### src/rtl/q_ringdown_meter_pkg.sv
// Shared types and constants for the ring-down Q meter: FSM state encoding,
// counter-width helper and default bus/timeout sizing.
package q_meter_pkg;

  typedef enum logic [2:0] {
    IDLE    = 3'd0,
    EXCITE  = 3'd1,
    WAIT_HI = 3'd2,
    COUNT   = 3'd3,
    DONE    = 3'd4
  } state_t;

  localparam int DEF_BUS_WIDTH      = 10;
  localparam int DEF_TIMEOUT_CYCLES = 65535;
  localparam int SYNC_STAGES        = 2;

  // Bits needed to hold values 0..max_val.
  function automatic int cnt_width(input int max_val);
    return (max_val < 2) ? 1 : $clog2(max_val + 1);
  endfunction

  localparam int DEF_TO_W = cnt_width(DEF_TIMEOUT_CYCLES);
  localparam int Q_MAX    = (1 << DEF_BUS_WIDTH) - 1;

endpackage

### src/rtl/q_ringdown_meter_sync_edge.sv
// N-stage synchroniser for an asynchronous level, plus a registered
// rising-edge pulse derived from the synchronised value.
module sync_edge #(
  parameter int STAGES = 2
) (
  input  logic clk,
  input  logic rst,
  input  logic d_i,
  output logic sync_o,
  output logic rise_o
);

  logic [STAGES-1:0] sync_q;
  logic              prev_q;
  logic              rise_q;

  always_ff @(posedge clk or posedge rst) begin
    if (rst) begin
      sync_q <= '0;
      prev_q <= 1'b0;
      rise_q <= 1'b0;
    end else begin
      sync_q <= {sync_q[STAGES-2:0], d_i};
      prev_q <= sync_q[STAGES-1];
      rise_q <= sync_q[STAGES-1] & ~prev_q;
    end
  end

  assign sync_o = sync_q[STAGES-1];
  assign rise_o = rise_q;

endmodule

### src/rtl/q_ringdown_meter.sv
// Ring-down Q meter: excite, wait for envelope to drop below HI, count osc
// edges until it drops below LO. Define Q_AVG_EN to average 2^AVG_LOG2 runs.
module q_ringdown_meter
  import q_meter_pkg::*;
#(
  parameter int BUS_WIDTH      = DEF_BUS_WIDTH,
  parameter int EXCITE_CYCLES  = 64,
  parameter int TIMEOUT_CYCLES = DEF_TIMEOUT_CYCLES,
  parameter int AVG_LOG2       = 2
) (
  input  logic                 clk,
  input  logic                 rst,
  input  logic                 enable,
  input  logic                 osc_cmp,
  input  logic                 env_hi,
  input  logic                 env_lo,
  output logic                 excite,
  output logic [BUS_WIDTH-1:0] q_measured,
  output logic                 ready,
  output logic                 meas_fault,
  output logic                 busy,
  output logic [2:0]           state_dbg
);

  localparam int EXC_W = cnt_width(EXCITE_CYCLES);
  localparam int TO_W  = cnt_width(TIMEOUT_CYCLES);
  localparam logic [EXC_W-1:0]     EXC_LAST = EXC_W'(EXCITE_CYCLES - 1);
  localparam logic [TO_W-1:0]      TO_LAST  = TO_W'(TIMEOUT_CYCLES - 1);
  localparam logic [BUS_WIDTH-1:0] Q_SAT    = {BUS_WIDTH{1'b1}};

  logic osc_s, osc_rise, env_hi_s, hi_rise, env_lo_s, lo_rise;

  sync_edge #(.STAGES(SYNC_STAGES)) u_sync_osc (
    .clk(clk), .rst(rst), .d_i(osc_cmp), .sync_o(osc_s), .rise_o(osc_rise));
  sync_edge #(.STAGES(SYNC_STAGES)) u_sync_hi (
    .clk(clk), .rst(rst), .d_i(env_hi), .sync_o(env_hi_s), .rise_o(hi_rise));
  sync_edge #(.STAGES(SYNC_STAGES)) u_sync_lo (
    .clk(clk), .rst(rst), .d_i(env_lo), .sync_o(env_lo_s), .rise_o(lo_rise));

  logic unused_sync;
  assign unused_sync = ^{osc_s, hi_rise, lo_rise};

  state_t               state_q, state_d;
  logic [EXC_W-1:0]     exc_cnt_q, exc_cnt_d;
  logic [TO_W-1:0]      to_cnt_q, to_cnt_d;
  logic [BUS_WIDTH-1:0] q_cnt_q, q_cnt_d;
  logic [BUS_WIDTH-1:0] q_meas_q;
  logic                 fault_q, ready_q;
  logic                 fin_fault, done_go, to_last;
  logic                 report;
  logic [BUS_WIDTH-1:0] rpt_val;

  assign to_last = (to_cnt_q == TO_LAST);
  assign done_go = (state_d == DONE);

  always_ff @(posedge clk or posedge rst) begin
    if (rst) state_q <= IDLE;
    else     state_q <= state_d;
  end

  // A low HI flag on the very first WAIT_HI cycle means the burst never
  // pushed the envelope above HI, which is reported as a fault.
  always_comb begin
    state_d   = state_q;
    fin_fault = 1'b0;
    case (state_q)
      IDLE:    if (enable) state_d = EXCITE;
      EXCITE:  if (exc_cnt_q == EXC_LAST) state_d = WAIT_HI;
      WAIT_HI: begin
        if (!env_hi_s && to_cnt_q == '0) begin
          state_d   = DONE;
          fin_fault = 1'b1;
        end else if (!env_hi_s) begin
          state_d = COUNT;
        end else if (to_last) begin
          state_d   = DONE;
          fin_fault = 1'b1;
        end
      end
      COUNT: begin
        if (!env_lo_s) begin
          state_d = DONE;
        end else if (to_last) begin
          state_d   = DONE;
          fin_fault = 1'b1;
        end
      end
      DONE:    state_d = enable ? EXCITE : IDLE;
      default: state_d = IDLE;
    endcase
    if (!enable) state_d = IDLE;
  end

  always_comb begin
    excite    = (state_q == EXCITE);
    busy      = (state_q != IDLE);
    state_dbg = state_q;
  end

  // q_cnt_d already includes an edge arriving in the exit cycle, so it is
  // the value latched when entering DONE.
  always_comb begin
    exc_cnt_d = (state_q == EXCITE) ? exc_cnt_q + 1'b1 : '0;
    to_cnt_d  = (state_q == WAIT_HI || state_q == COUNT) ? to_cnt_q + 1'b1 : '0;
    q_cnt_d   = '0;
    if (state_q == COUNT) begin
      q_cnt_d = (osc_rise && q_cnt_q != Q_SAT) ? q_cnt_q + 1'b1 : q_cnt_q;
    end
  end

  always_ff @(posedge clk or posedge rst) begin
    if (rst) begin
      exc_cnt_q <= '0;
      to_cnt_q  <= '0;
      q_cnt_q   <= '0;
    end else begin
      exc_cnt_q <= exc_cnt_d;
      to_cnt_q  <= to_cnt_d;
      q_cnt_q   <= q_cnt_d;
    end
  end

`ifdef Q_AVG_EN
  localparam int ACC_W = BUS_WIDTH + AVG_LOG2;
  logic [ACC_W-1:0]    acc_q, acc_d, acc_sum;
  logic [AVG_LOG2-1:0] round_q, round_d;

  // Only the last round of a batch reports; a fault reports at once and
  // restarts the batch.
  always_comb begin
    acc_sum = acc_q + ACC_W'(q_cnt_d);
    acc_d   = acc_q;
    round_d = round_q;
    report  = 1'b0;
    rpt_val = '0;
    if (!enable) begin
      acc_d   = '0;
      round_d = '0;
    end else if (done_go) begin
      if (fin_fault) begin
        acc_d   = '0;
        round_d = '0;
        report  = 1'b1;
      end else if (round_q == {AVG_LOG2{1'b1}}) begin
        rpt_val = acc_sum[ACC_W-1:AVG_LOG2];
        acc_d   = '0;
        round_d = '0;
        report  = 1'b1;
      end else begin
        acc_d   = acc_sum;
        round_d = round_q + 1'b1;
      end
    end
  end

  always_ff @(posedge clk or posedge rst) begin
    if (rst) begin
      acc_q   <= '0;
      round_q <= '0;
    end else begin
      acc_q   <= acc_d;
      round_q <= round_d;
    end
  end
`else
  logic [31:0] unused_avg_cfg;
  assign unused_avg_cfg = AVG_LOG2;
  assign report  = 1'b1;
  assign rpt_val = fin_fault ? '0 : q_cnt_d;
`endif

  // ready is registered on DONE entry, so it lines up with the DONE cycle.
  always_ff @(posedge clk or posedge rst) begin
    if (rst) begin
      q_meas_q <= '0;
      fault_q  <= 1'b0;
      ready_q  <= 1'b0;
    end else begin
      ready_q <= done_go & report;
      if (done_go && report) begin
        q_meas_q <= rpt_val;
        fault_q  <= fin_fault;
      end
    end
  end

  assign q_measured = q_meas_q;
  assign meas_fault = fault_q;
  assign ready      = ready_q;

endmodule

### config.mk
export PLATFORM = sky130hd
export DESIGN_NAME = q_ringdown_meter
export DESIGN_NICKNAME = d
export VERILOG_FILES = /design/src/rtl/q_ringdown_meter_pkg.sv /design/src/rtl/q_ringdown_meter_sync_edge.sv /design/src/rtl/q_ringdown_meter.sv
export SDC_FILE = /design/constraint.sdc
export NUM_CORES = 1
export LEC_CHECK = 0
export CAP_MARGIN = 15
export CORE_AREA = 5 5 86 88
export DETAILED_ROUTE_END_ITERATION = 10
export DIE_AREA = 0 0 91 93
export PLACE_DENSITY = 0.58
export SYNTH_ARGS = -nofsm -noshare
export SYNTH_HDL_FRONTEND = slang
export SYNTH_SLANG_ARGS = --single-unit
### constraint.sdc
create_clock -name clk -period 6.3 [get_ports clk]
set_clock_uncertainty 0.05 [all_clocks]
set_input_delay 1.26 -clock clk [delete_from_list [all_inputs] [get_ports clk]]
set_output_delay 1.26 -clock clk [all_outputs]
set_load 0.005 [all_outputs]
==> impl_summary.log <==
INFO  metric chipHeight = 93 um
INFO  metric portBuffers = 22
INFO  metric dr.pass1.iters = 4
INFO  metric layout_commonest_cell = dfrtp_1
INFO  metric peakVddDrop = 0.114 mV
INFO  metric floorplan.initialDensity = 38.4%
INFO  metric worstRegToRegCells = 7
INFO  metric worst_path_dominant_cell_family = buffers and inverters
INFO  metric number_of_stages_on_the_worst_setup_path = 3
INFO  metric critical_path_required = 4.99 ns
INFO  metric global_route.usage.total = 11.8%
INFO  metric clock_sink_count = 56
INFO  metric synthFlopType = dfrtp_1
INFO  metric fin_nets = 274
INFO  metric cp.buffers_inverters = 2
INFO  metric die_area = 8460 um2
INFO  metric initialDrtViolationCount = 57
INFO  metric synthesis.area = 2520 um2
INFO  metric combinationalPowerShare = 3.1%
INFO  metric final_cycle_share = 47.8%
INFO  metric die_width = 91 um
INFO  metric post-route-drc-count = 0
INFO  metric antenna-diode-count = 0
INFO  metric number_of_instances_in_the_synthesized_netlist = 240
INFO  metric gp_congestion = 0.777
INFO  metric finalNonFillerCells = 344
INFO  metric async_flop_share = 100%
INFO  metric yosys_warnings = 0
INFO  metric drv_slew = 0
INFO  metric grt_pass1_wl = 8220 um
INFO  metric ctsHtreeMaxLevel = 2
INFO  metric cell_chain_critical_path = nand2_1 -> inv_1 -> clkdlybuf4s50_1
INFO  metric slew-limit-headroom = 54.3%
INFO  metric r2r_slack = 3.84 ns
INFO  metric setup_tns = 0 ns
INFO  metric endpoint = excite
INFO  metric power.share.clock = 34.6%
INFO  metric hold_fix_buffer_count_after_cts = 0
INFO  metric antenna_violating_nets_left = 0
INFO  metric inst_count_dp = 336
INFO  metric wl_per_cell = 13.3 um
INFO  metric most_frequent_cells_in_the_layout = 56 x dfrtp_1, 34 x nor2_1, 22 x clkdlybuf4s50_1
INFO  metric yosysSeqAreaShare = 55.5%
INFO  metric fmax = 332 MHz
INFO  metric grt_start_max_net_pins = 57
INFO  metric criticalPathCategory = register to output pin
INFO  metric post_synth.cell_area_avg = 10.5 um2
INFO  metric finalSetupViolCount = 0
INFO  metric critical_path.endpoint_type = output pin
INFO  metric rr_endpoint = q_measured[2]
INFO  metric boundaryPins = 23
INFO  metric power_per_cell_area = 204 nW/um2
INFO  metric clk_path_buf_depth = 2
INFO  metric tritoncts = built
INFO  metric worst_path_largest_cell_delay = 0.56 ns
INFO  metric hp-class = register to register
INFO  metric yosys_register_bits = 56
INFO  metric rsz0062_at_grt = false
INFO  metric yosys.cell_types.count = 40
INFO  metric outcome = finished clean
INFO  metric vias_in_the_first_global_route = 1,754
INFO  metric cts_post_setup_buffers_inserted = 0
INFO  metric num_vias = 1,719
INFO  metric startpoint_type = register
INFO  metric finalCriticalPeriod = 3.01 ns
INFO  metric clock-root-buffer = clkbuf_8
INFO  metric worstPathMaxFanout = 14
INFO  metric core_area = 6570 um2
INFO  metric worstReg2RegStart = to_cnt_q[0]
INFO  metric seqPwrFrac = 62.3%
INFO  metric crit_path_top_delay_cell = dfrtp_1
INFO  metric areaGrowthSynthToFinish = 14.5%
INFO  metric max_cap_violations = 0
INFO  metric synth_enable_flop_cells = 0
INFO  metric gr-total-overflow = 0
INFO  metric vias_per_cell = 5.00
INFO  metric synth_nets = 251
INFO  metric cts_resized = 0
INFO  metric fin_hold_ws = 0.307 ns
INFO  metric placedInstanceArea = 2800 um2
INFO  metric wirelength_routed = 4580 um
INFO  metric post-route-util = 44.0%
INFO  metric cts_buffer_count = 5
INFO  metric actual_transition_at_the_worst_max_transition_pin = 0.686 ns
INFO  metric half_perimeter_wire_length_of_the_detailed_placement_result = 3210 um
INFO  metric power.static_leakage = 1.27 nW
INFO  metric crit_path_start = state_dbg[0]
INFO  metric grt_antenna_before_repair = 0
INFO  metric finalHoldViolations = 0
INFO  metric rows = 30
INFO  metric layout-drive-gt1-share = 5.30%
INFO  metric finalInstanceArea = 2890 um2
INFO  metric cell_internal_pwr = 0.000461 W
INFO  metric clk_pin_slew_worst_paths = 0.10 ns
INFO  metric p_sw_share = 21.9%
INFO  metric timing.critical_path.arrival = 1.70 ns
INFO  metric clock_insertion_delay_worst_skew = 0.31 ns
INFO  metric power.switching = 0.000130 W
[worst register-to-register path: stages, from the launching register on]
cell     delay, ns
dfrtp_1       0.45
inv_1         0.11
ha_1          0.15
nand3_1       0.08
or4_1         0.45
or4_4         0.52
a31oi_4       0.37
o22ai_1       0.14
[synth_stat cells (3+ instances only)]
| cell type | number | area [um2] |
|---|---|---|
| nand4_1 | 8 | 50.1 |
| clkbuf_1 | 3 | 11.3 |
| nand2_1 | 11 | 41.3 |
| mux2i_1 | 3 | 30.0 |
| o21ai_0 | 5 | 25.0 |
| nor3_1 | 7 | 35.0 |
| nand3_1 | 15 | 75.1 |
| xor2_1 | 16 | 140 |
| ha_1 | 5 | 62.6 |
| dfrtp_1 | 56 | 1400 |
| and3_1 | 5 | 31.3 |
| nor2_1 | 34 | 128 |
| a21oi_1 | 5 | 25.0 |
| o22ai_1 | 10 | 62.6 |
| inv_1 | 18 | 67.6 |
| and4_1 | 3 | 26.3 |
| nand2b_1 | 3 | 18.8 |
| xnor2_1 | 5 | 43.8 |
[layer usage]
metal | wire length (um) | global-route usage [%] | up-vias
li1 | - | - | 869
met1 | 2210 | 15.6 | 829
met2 | 2150 | 18.9 | 16
met3 | 148 | 2.82 | 5
met4 | 68 | 4.03 | 0
met5 | 0 | 0 | -
[cell families after synthesis]
family                   share of synthesized area, %
buffers and inverters                            4.86
flip-flops                                       55.5
XOR/XNOR                                         7.29
adder cells (fa/ha/maj)                          2.48
multiplexers                                     1.64
AO/OA/AOI/OAI                                    7.44
AND/OR/NAND/NOR                                  20.8
[flip-flops by register name (all words and copies together), names as in the netlist]
name / count
to_cnt_q: 16
q_cnt_q: 10
q_measured: 10
exc_cnt_q: 7
state_dbg: 3
u_sync_hi.sync_q: 2
u_sync_lo.sync_q: 2
u_sync_osc.sync_q: 2
meas_fault: 1
ready: 1
u_sync_osc.prev_q: 1
u_sync_osc.rise_o: 1
[power by group through the flow]
stage	sequential [W]	combinational, W	clock, W
6_report	0.000367	0.0000183	0.000204
5_1_grt	0.000368	0.0000213	0.000226
3_5_place_dp	0.000375	0.0000192	0
3_3_place_gp	0.000375	0.0000192	0
4_1_cts	0.000368	0.0000193	0.000210
2_1_floorplan	0.000373	0.0000116	0
[through the flow]
step / power [W] / setup slack (ns)
2_1_floorplan: 0.000385 / 3.62
3_3_place_gp: 0.000394 / 3.64
3_5_place_dp: 0.000394 / 3.61
4_1_cts: 0.000597 / 3.26
5_1_grt: 0.000616 / 3.15
6_report: 0.000590 / 3.29
[layout make-up]
class	count	area, um2
multi-input cells	159	1000
fillers	650	3680
clock inverters	1	7.51
well taps	80	100
flip-flops and latches	56	1400
clock buffers	7	86.3
inverters	18	67.6
repair buffers	23	228
[worst min-delay path by stage]
stage,start,to,slack [ns],cells past startpoint
2_1_floorplan,u_sync_hi.sync_q[0],u_sync_hi.sync_q[1],0.28,0
3_3_place_gp,u_sync_hi.sync_q[0],u_sync_hi.sync_q[1],0.28,0
3_5_place_dp,u_sync_hi.sync_q[0],u_sync_hi.sync_q[1],0.29,0
4_1_cts,u_sync_osc.sync_q[0],u_sync_osc.sync_q[1],0.31,0
5_1_grt,u_sync_osc.sync_q[0],u_sync_osc.sync_q[1],0.32,0
6_report,u_sync_osc.sync_q[0],u_sync_osc.sync_q[1],0.31,0
Note: power is estimated with default switching activity, not from simulation.
